### config.mk
export PLATFORM = sky130hd
export DESIGN_NAME = moving_average_filter_flat
export DESIGN_NICKNAME = d
export VERILOG_FILES = /design/src/rtl/moving_average_filter_if.sv /design/src/rtl/moving_average_filter.sv /design/src/flat_wrapper.sv
export SDC_FILE = /design/constraint.sdc
export NUM_CORES = 1
export LEC_CHECK = 0
export CAP_MARGIN = 0
export CORE_MARGIN = 4
export CORE_UTILIZATION = 55
export CTS_CLUSTER_SIZE = 14
export DETAILED_ROUTE_END_ITERATION = 10
export PLACE_DENSITY = 0.76
export SETUP_SLACK_MARGIN = 0.5
export SLEW_MARGIN = 20
export SYNTH_ARGS = -nofsm -noshare
export SYNTH_HDL_FRONTEND = slang
export SYNTH_SLANG_ARGS = --single-unit
### constraint.sdc
create_clock -name clk -period 3.6 [get_ports clk]
set_clock_uncertainty 0.15 [all_clocks]
set_input_delay 0.72 -clock clk [delete_from_list [all_inputs] [get_ports clk]]
set_output_delay 0.72 -clock clk [all_outputs]
set_load 0.005 [all_outputs]
### src/rtl/moving_average_filter_if.sv
// -----------------------------------------------------------------------------
// moving_average_filter_if
//
// Purpose
//   Bundles the sample-stream handshake of the moving-average filter: the
//   input valid/ready/data channel, the output valid/ready/data channel, the
//   synchronous flush control and the window-primed flag.
//   Clock and reset are not part of the bundle; they stay plain module ports.
//
// Parameters
//   DATA_W     sample width, two's-complement signed. It must match the
//              DATA_W of the filter instance this interface connects to.
//
// Signals
//   flush      source -> filter  synchronous clear of history, sum and fill count
//   in_valid   source -> filter  in_data valid this cycle
//   in_ready   filter -> source  filter accepts in_data this cycle
//   in_data    source -> filter  input sample (signed)
//   out_valid  filter -> sink    out_data valid
//   out_ready  sink   -> filter  sink accepts out_data
//   out_data   filter -> sink    filtered sample (signed)
//   primed     filter -> sink    out_data averages a full window of real samples
//
// Modports
//   master     the environment side: drives the source and sink controls
//   slave      the filter side
// -----------------------------------------------------------------------------
interface moving_average_filter_if #(
  parameter int DATA_W = 16
);

  logic                     flush;
  logic                     in_valid;
  logic                     in_ready;
  logic signed [DATA_W-1:0] in_data;
  logic                     out_valid;
  logic                     out_ready;
  logic signed [DATA_W-1:0] out_data;
  logic                     primed;

  modport master (
    output flush,
    output in_valid,
    output in_data,
    output out_ready,
    input  in_ready,
    input  out_valid,
    input  out_data,
    input  primed
  );

  modport slave (
    input  flush,
    input  in_valid,
    input  in_data,
    input  out_ready,
    output in_ready,
    output out_valid,
    output out_data,
    output primed
  );

endinterface : moving_average_filter_if

### src/rtl/moving_average_filter.sv
// -----------------------------------------------------------------------------
// moving_average_filter
//
// Purpose
//   Boxcar low-pass filter. Produces the running mean of the last
//   N = 2**DEPTH_LOG2 signed samples. Sits between the sample source
//   (mic/ADC front end) and the voice-classification logic.
//
//   Each accepted sample updates a running sum in one cycle:
//     sum_next = sum + in_data - hist[wr_ptr]
//   and overwrites the oldest history slot. The mean is sum_next scaled down
//   by N and is presented one cycle after the accept in a single output
//   register. Until N samples have arrived the empty slots read as zero, so
//   the first outputs ramp towards the input level; primed marks the outputs
//   that average a full window.
//
// Parameters
//   DATA_W       sample width, two's-complement signed (8..32)
//   DEPTH_LOG2   log2 of window length N (1..6)
//
// Ports
//   clk          system clock, rising edge
//   rst_n        asynchronous active-low reset
//   bus          moving_average_filter_if.slave:
//                  flush, in_valid, in_data, out_ready   (inputs)
//                  in_ready, out_valid, out_data, primed (outputs)
//
// Build option
//   MAVG_ROUND_EN  defined   : mean rounded half up, clamped to DATA_W range
//                  undefined : mean is the floor (plain arithmetic shift)
//   Latency and handshake are the same in both builds.
// -----------------------------------------------------------------------------
module moving_average_filter #(
  parameter int DATA_W     = 16,
  parameter int DEPTH_LOG2 = 3
) (
  input  logic                    clk,
  input  logic                    rst_n,
  moving_average_filter_if.slave  bus
);

  // ---------------------------------------------------------------------------
  // Derived constants
  // ---------------------------------------------------------------------------
  localparam int N     = 1 << DEPTH_LOG2;
  // N samples of DATA_W bits sum into DATA_W+DEPTH_LOG2 bits without overflow.
  localparam int SUM_W = DATA_W + DEPTH_LOG2;

  localparam logic [DEPTH_LOG2-1:0] PTR_ONE   = DEPTH_LOG2'(1);
  localparam logic [DEPTH_LOG2:0]   CNT_ONE   = (DEPTH_LOG2 + 1)'(1);
  localparam logic [DEPTH_LOG2:0]   FILL_LAST = (DEPTH_LOG2 + 1)'(N - 1);

  typedef enum logic {
    S_FILL,   // fewer than N samples since reset/flush
    S_RUN     // window holds N real samples
  } state_t;

  // ---------------------------------------------------------------------------
  // State
  // ---------------------------------------------------------------------------
  state_t                   r_state;
  logic signed [DATA_W-1:0] r_hist [N];
  logic signed [SUM_W-1:0]  r_sum;
  logic [DEPTH_LOG2-1:0]    r_wr_ptr;
  logic [DEPTH_LOG2:0]      r_fill_cnt;
  logic                     r_out_valid;
  logic signed [DATA_W-1:0] r_out_data;
  logic                     r_primed;

  // ---------------------------------------------------------------------------
  // Handshake
  // ---------------------------------------------------------------------------
  logic w_in_ready;
  logic w_accept;

  // The single output register may be refilled when it is empty or being
  // drained this cycle. flush blocks the input so a coincident sample is not
  // consumed.
  assign w_in_ready = ~bus.flush & (~r_out_valid | bus.out_ready);
  assign w_accept   = bus.in_valid & w_in_ready;

  // ---------------------------------------------------------------------------
  // Running sum
  // ---------------------------------------------------------------------------
  logic signed [SUM_W-1:0] w_in_ext;
  logic signed [SUM_W-1:0] w_old_ext;
  logic signed [SUM_W-1:0] w_sum_next;

  assign w_in_ext   = {{DEPTH_LOG2{bus.in_data[DATA_W-1]}}, bus.in_data};
  assign w_old_ext  = {{DEPTH_LOG2{r_hist[r_wr_ptr][DATA_W-1]}}, r_hist[r_wr_ptr]};
  assign w_sum_next = r_sum + w_in_ext - w_old_ext;

  // ---------------------------------------------------------------------------
  // Mean
  // ---------------------------------------------------------------------------
  // Dropping the low DEPTH_LOG2 bits of a two's-complement value is an
  // arithmetic shift right, i.e. floor division by N. The mean of N DATA_W
  // samples always fits DATA_W bits, so the upper slice is exact.
  logic signed [DATA_W-1:0] w_floor;
  logic signed [DATA_W-1:0] w_avg;

  assign w_floor = w_sum_next[SUM_W-1:DEPTH_LOG2];

`ifdef MAVG_ROUND_EN
  // floor((s + N/2) / N) equals floor(s / N) plus the bit just below the
  // binary point, so round-half-up is a one-bit increment of the floor,
  // computed one bit wider and clamped to the positive limit. Rounding only
  // ever moves the value upwards, so the negative limit cannot be exceeded.
  localparam logic signed [DATA_W-1:0] DATA_MAX = {1'b0, {(DATA_W-1){1'b1}}};

  logic signed [DATA_W:0] w_rnd_q;

  assign w_rnd_q = {w_floor[DATA_W-1], w_floor}
                 + {{DATA_W{1'b0}}, w_sum_next[DEPTH_LOG2-1]};
  assign w_avg   = (w_rnd_q[DATA_W] != w_rnd_q[DATA_W-1]) ? DATA_MAX
                                                           : w_rnd_q[DATA_W-1:0];
`else
  assign w_avg = w_floor;
`endif

  // ---------------------------------------------------------------------------
  // Window fill tracking
  // ---------------------------------------------------------------------------
  logic w_fill_done;
  logic w_next_primed;

  // The accept that brings the fill count to N completes the first full window.
  assign w_fill_done   = (r_state == S_FILL) && (r_fill_cnt == FILL_LAST);
  assign w_next_primed = (r_state == S_RUN) | w_fill_done;

  // ---------------------------------------------------------------------------
  // Sequential logic: history, sum, pointer, FSM and output register
  // ---------------------------------------------------------------------------
  // NOTE: state is written with non-blocking assignments so every register
  // samples the pre-edge values of the others; blocking assignments here would
  // make the result depend on statement order.
  always_ff @(posedge clk or negedge rst_n) begin
    if (!rst_n) begin
      // NOTE: the history array is reset on purpose: empty slots must read as
      // zero for the warm-up ramp and for flush, so it cannot be left to power-up
      // contents and therefore maps to flops, not a RAM macro.
      for (int i = 0; i < N; i++) begin
        r_hist[i] <= '0;
      end
      r_sum       <= '0;
      r_wr_ptr    <= '0;
      r_fill_cnt  <= '0;
      r_state     <= S_FILL;
      r_out_valid <= 1'b0;
      r_out_data  <= '0;
      r_primed    <= 1'b0;
    end else if (bus.flush) begin
      // Synchronous return to the reset state; a pending output is dropped.
      for (int i = 0; i < N; i++) begin
        r_hist[i] <= '0;
      end
      r_sum       <= '0;
      r_wr_ptr    <= '0;
      r_fill_cnt  <= '0;
      r_state     <= S_FILL;
      r_out_valid <= 1'b0;
      r_out_data  <= '0;
      r_primed    <= 1'b0;
    end else begin
      if (w_accept) begin
        r_hist[r_wr_ptr] <= bus.in_data;
        r_sum            <= w_sum_next;
        // Power-of-two depth: the pointer wraps N-1 -> 0 by natural overflow.
        r_wr_ptr         <= r_wr_ptr + PTR_ONE;

        case (r_state)
          S_FILL: begin
            r_fill_cnt <= r_fill_cnt + CNT_ONE;
            if (w_fill_done) begin
              r_state <= S_RUN;
            end
          end
          S_RUN: begin
            // Holds until flush or reset.
            r_state <= S_RUN;
          end
          default: begin
            r_state <= S_FILL;
          end
        endcase

        // primed is registered with the sample it qualifies.
        r_out_valid <= 1'b1;
        r_out_data  <= w_avg;
        r_primed    <= w_next_primed;
      end else if (bus.out_ready) begin
        // Output consumed with nothing to replace it. out_data and primed keep
        // their last values; they are only meaningful while out_valid is high.
        r_out_valid <= 1'b0;
      end
      // Otherwise out_valid & ~out_ready: the output register holds.
    end
  end

  // ---------------------------------------------------------------------------
  // Outputs
  // ---------------------------------------------------------------------------
  assign bus.in_ready  = w_in_ready;
  assign bus.out_valid = r_out_valid;
  assign bus.out_data  = r_out_data;
  assign bus.primed    = r_primed;

endmodule : moving_average_filter

### src/flat_wrapper.sv
// flat-port wrapper written by rule: the top's interface ports become plain ports
module moving_average_filter_flat 
#(
  parameter int DATA_W     = 16,
  parameter int DEPTH_LOG2 = 3
)
  (clk, rst_n, bus_flush, bus_in_valid, bus_in_data, bus_out_ready, bus_in_ready, bus_out_valid, bus_out_data, bus_primed);
  moving_average_filter_if #(.DATA_W(DATA_W)) bus_i ();
  input  logic clk;
  input  logic rst_n;
  input wire logic [$bits(bus_i.flush)-1:0] bus_flush;
  input wire logic [$bits(bus_i.in_valid)-1:0] bus_in_valid;
  input wire logic [$bits(bus_i.in_data)-1:0] bus_in_data;
  input wire logic [$bits(bus_i.out_ready)-1:0] bus_out_ready;
  output wire logic [$bits(bus_i.in_ready)-1:0] bus_in_ready;
  output wire logic [$bits(bus_i.out_valid)-1:0] bus_out_valid;
  output wire logic [$bits(bus_i.out_data)-1:0] bus_out_data;
  output wire logic [$bits(bus_i.primed)-1:0] bus_primed;
  assign bus_i.flush = bus_flush;
  assign bus_i.in_valid = bus_in_valid;
  assign bus_i.in_data = bus_in_data;
  assign bus_i.out_ready = bus_out_ready;
  assign bus_in_ready = bus_i.in_ready;
  assign bus_out_valid = bus_i.out_valid;
  assign bus_out_data = bus_i.out_data;
  assign bus_primed = bus_i.primed;
  moving_average_filter #(.DATA_W(DATA_W), .DEPTH_LOG2(DEPTH_LOG2)) u_core (.clk(clk), .rst_n(rst_n), .bus(bus_i));
endmodule
==> results.cfg <==
[outcome]
status = finished, violations left
violations = negative setup slack

[finish]
nets = 1147
drive_gt1_share_pct = 25.3
syn_to_final_growth_pct = 30.4
ff_latch_area_um2 = 3910
multi_input_area_um2 = 4520
design_area_um2 = 11300
fillers = 1062
diodes = 0
fin_util_pct = 73.8

[yosys]
synth_top_area_cell = dfrtp_1
synth_edf_count = 0
synth_cell_types = 58
syn_area_per_cell_um2 = 9.01
async_flop_share_pct = 100
yosys_most_used_dff = dfrtp_1
syn_inst = 962
yosysWarnings = 0
seq_area_frac_synth_pct = 45.0
syn-num-nets = 1023
synth_area_um2 = 8670
yosysTopAreaCellShare_pct = 45.0
ys_seq_elements = 156
synth_area_leaders = dfrtp_1 (45%), nand2_1 (8.4%), a22oi_1 (5.5%)

[place]
routabilityCongestion = 0.842
preCtsSetupSlack_ns = -0.241
io_buffers = 39
dpl_cell_area_um2 = 10000
dpl.hpwl_um = 16800

[global_route]
grt_usage_pct = 31.0
grt_pass1_vias = 7876
antenna_found_initial = 0
grt_pass1_wl_um = 42800
grt_max_degree = 128
grt-ovfl-total = 0

[power_and_ir_drop]
p_leak_nw = 4.94
p_sw_share_pct = 34.0
p_int_mw = 4.58
powerDensity_nw_per_um2 = 614
ir_worst_vdd_mv = 0.378
power_frac_clock_pct = 27.7
p_sw_mw = 2.36
pwr-share-seq_pct = 27.6
combPwrFrac_pct = 44.7

[sta]
drv_slew = 0
worst_pin_slew_ns = 0.629
period_needed_ns = 3.79
fin_crit_sh_pct = 105
timing.fmax_ghz = 0.264
hold_viol = 0
setup_slack_ns = -0.192
rsz0062_at_grt = true
relSlewSlack_pct = 58.0
setup_viol = 13

[floorplanning]
die_w_um = 134
coreArea_um2 = 15300
rows = 45
io-pin-count = 40
die-area_um2 = 17800
start_util_pct = 56.6
die-height_um = 134

[setup_path]
critical_path_peak_fanout = 6
crit_top_cell = buf_4
crit_type = flip-flop to flip-flop
r2r-start = u_core.r_wr_ptr[1]
reg2reg_to = u_core.bus.out_data[5]
worstPathArrival_ns = 3.94
r2r_setup_slack_ns = -0.19
crit_family = simple AND/OR/NAND/NOR gates
setup.worst_path.start_class = flip-flop
slowest_delay_ns = 0.46
crit_path_end_kind = flip-flop
cp.buffers_inverters = 4
cp_slowest_cell = nor3b_4
reg2regPathDepth = 16
critical_path.cell_chain = buf_4 -> nor3b_4 -> a22oi_1 -> nand4_1 -> ha_1 -> inv_1 -> ha_2 -> inv_2 -> fa_2 -> and2b_1 -> o2111a_2 -> nor2_4 -> o21ai_2 -> buf_4 -> xnor2_1 -> o21ai_0
critical_path_required_ns = 3.75

[clock_network]
cts.sinks = 156
cts_tree = built
cts.reportedPaths.clkPinSlew_ns = 0.06
cts_max_level = 4
clk_root_buffer_cell = clkbuf_16
postCtsHoldBufs = 0
cts_max_path_buffers = 2
cts_made_buffers = 17
clk_latency_ns = 0.43

[job]
drv_cap = 0

[drt]
drtIter0Drc = 1054
vias = 8036
vias_per_cell = 6.13
dr.pass1.iters = 8
drc = 0
post_drt_wl_per_cell_um = 21.2
wirelength_um = 27800
ant_nets = 0

[min_path]
hold_class = primary input to asynchronous set/reset pin
==> metrics by stage <==
step	total power [mW]	setup TNS, ns	std cells	hold slack (ns)
3_5_place_dp	4.29	-1.83	1251	0.326
4_1_cts	6.59	-0.246	1304	0.0654
6_report	6.94	-1.47	1310	0.0550
3_3_place_gp	4.23	-1.15	1251	0.314
5_1_grt	7.24	-3.06	1310	0.0828
2_1_floorplan	3.41	0	962	0.274
==> area by class of cell <==
class	instances	share of cell area, %
Multi-Input combinational cell	650	40.0
Tap cell	211	2.34
Timing Repair Buffer	186	15.1
Sequential cell	156	34.6
Inverter	75	2.49
Clock inverter	11	1.46
Clock buffer	21	4.07
==> cell usage in the layout, fill, tap and decap left out, types with 5 or more instances in the layout <==
cell             netlist  routed
clkbuf_16              0      17
nand2b_1               5       5
xor2_1                13      13
inv_1                 75      65
a22oi_1               64      49
nand4_1               20      20
nand2_1              194     191
clkdlybuf4s50_1        0      37
a21oi_2                1       8
o21ai_0               39      33
buf_12                 0      11
buf_4                 19     120
and3_1                11      10
o21ai_1               27      31
a22oi_2                0      15
dfrtp_1              156     154
nor2_1                15      13
or3_1                 17      16
nand3b_1              43      43
ha_4                   0      13
nand2_2                2       5
fa_1                  18      16
inv_2                  0      10
ha_1                  22       7
a21oi_1               94      86
buf_6                  1      17
a21o_1                 5       5
xnor2_1                7       5
==> logic make-up (layout without fill, tap and decap cells) <==
| family | count (synthesis) | after routing | share of synthesized area [%] |
|---|---|---|---|
| adder cells (fa/ha/maj) | 40 | 40 | 7.33 |
| AND/OR/NAND/NOR | 327 | 328 | 18.6 |
| buffers and inverters | 157 | 293 | 8.04 |
| multiplexers | 1 | 1 | 0.115 |
| flip-flops | 156 | 156 | 45.0 |
| AO/OA/AOI/OAI | 261 | 261 | 18.8 |
| XOR/XNOR | 20 | 20 | 2.02 |
==> Yosys cell counts, types with 15 or more instances <==
master / count
ha_1: 22
nand3b_1: 43
o21ai_1: 27
inv_1: 75
clkbuf_1: 39
buf_4: 19
dfrtp_1: 156
buf_2: 23
or3_1: 17
nand4_1: 20
o21ai_0: 39
nor2_1: 15
nand2_1: 194
a21oi_1: 94
a22oi_1: 64
fa_1: 18
==> sequential cells by signal, indices dropped and copies added (netlist names) <==
name	count
u_core.bus.out_data	15
u_core.r_sum	4
u_core.r_fill_cnt	4
u_core.r_state	1
u_core.r_hist	128
u_core.r_wr_ptr	3
u_core.bus.out_valid	1
==> timing repair <==
item / CTS / global route
cloned: 2 / 0
gates resized for setup: 58 / 34
setup endpoints to repair: 16 / 16
buffers inserted: 19 / 6
pin swaps: 43 / 35
==> worst max-delay path by stage <==
stage,start,to,slack (ns),cells past startpoint
2_1_floorplan,u_core.r_wr_ptr[2],u_core.bus.out_data[13],0.13,16
3_3_place_gp,u_core.r_wr_ptr[0],u_core.r_sum[18],-0.17,15
3_5_place_dp,bus_in_data[1],u_core.bus.out_data[7],-0.24,11
4_1_cts,u_core.r_wr_ptr[1],u_core.bus.out_data[8],-0.06,14
5_1_grt,u_core.r_wr_ptr[0],u_core.r_sum[18],-0.32,17
6_report,u_core.r_wr_ptr[1],u_core.bus.out_data[5],-0.19,16
==> power groups by stage <==
| stage | Sequential [mW] | Combinational [mW] | Clock (mW) |
|---|---|---|---|
| 2_1_floorplan | 1.92 | 1.49 | 0 |
| 3_3_place_gp | 1.94 | 2.29 | 0 |
| 3_5_place_dp | 1.94 | 2.34 | 0 |
| 4_1_cts | 1.91 | 2.74 | 1.93 |
| 5_1_grt | 1.93 | 3.30 | 2.01 |
| 6_report | 1.91 | 3.10 | 1.92 |
==> per-layer routing <==
| metal | GRT usage, % | part of all wire [%] | vias up |
|---|---|---|---|
| li1 | - | - | 3525 |
| met2 | 48.7 | 48 | 484 |
| met1 | 41.3 | 40 | 3929 |
| met4 | 15.1 | 4.1 | 0 |
| met3 | 6.16 | 8.7 | 98 |
| met5 | 0 | 0 | - |
==> worst reg2reg max path: cells and delay by family (launching register included) <==
family	cells	cell delay (ns)
AND/OR/NAND/NOR	4	0.91
XOR/XNOR	1	0.14
adder cells (fa/ha/maj)	3	0.80
AO/OA/AOI/OAI	4	0.77
flip-flops	1	0.44
buffers and inverters	4	0.45
Power figures use the tool's default switching activity.
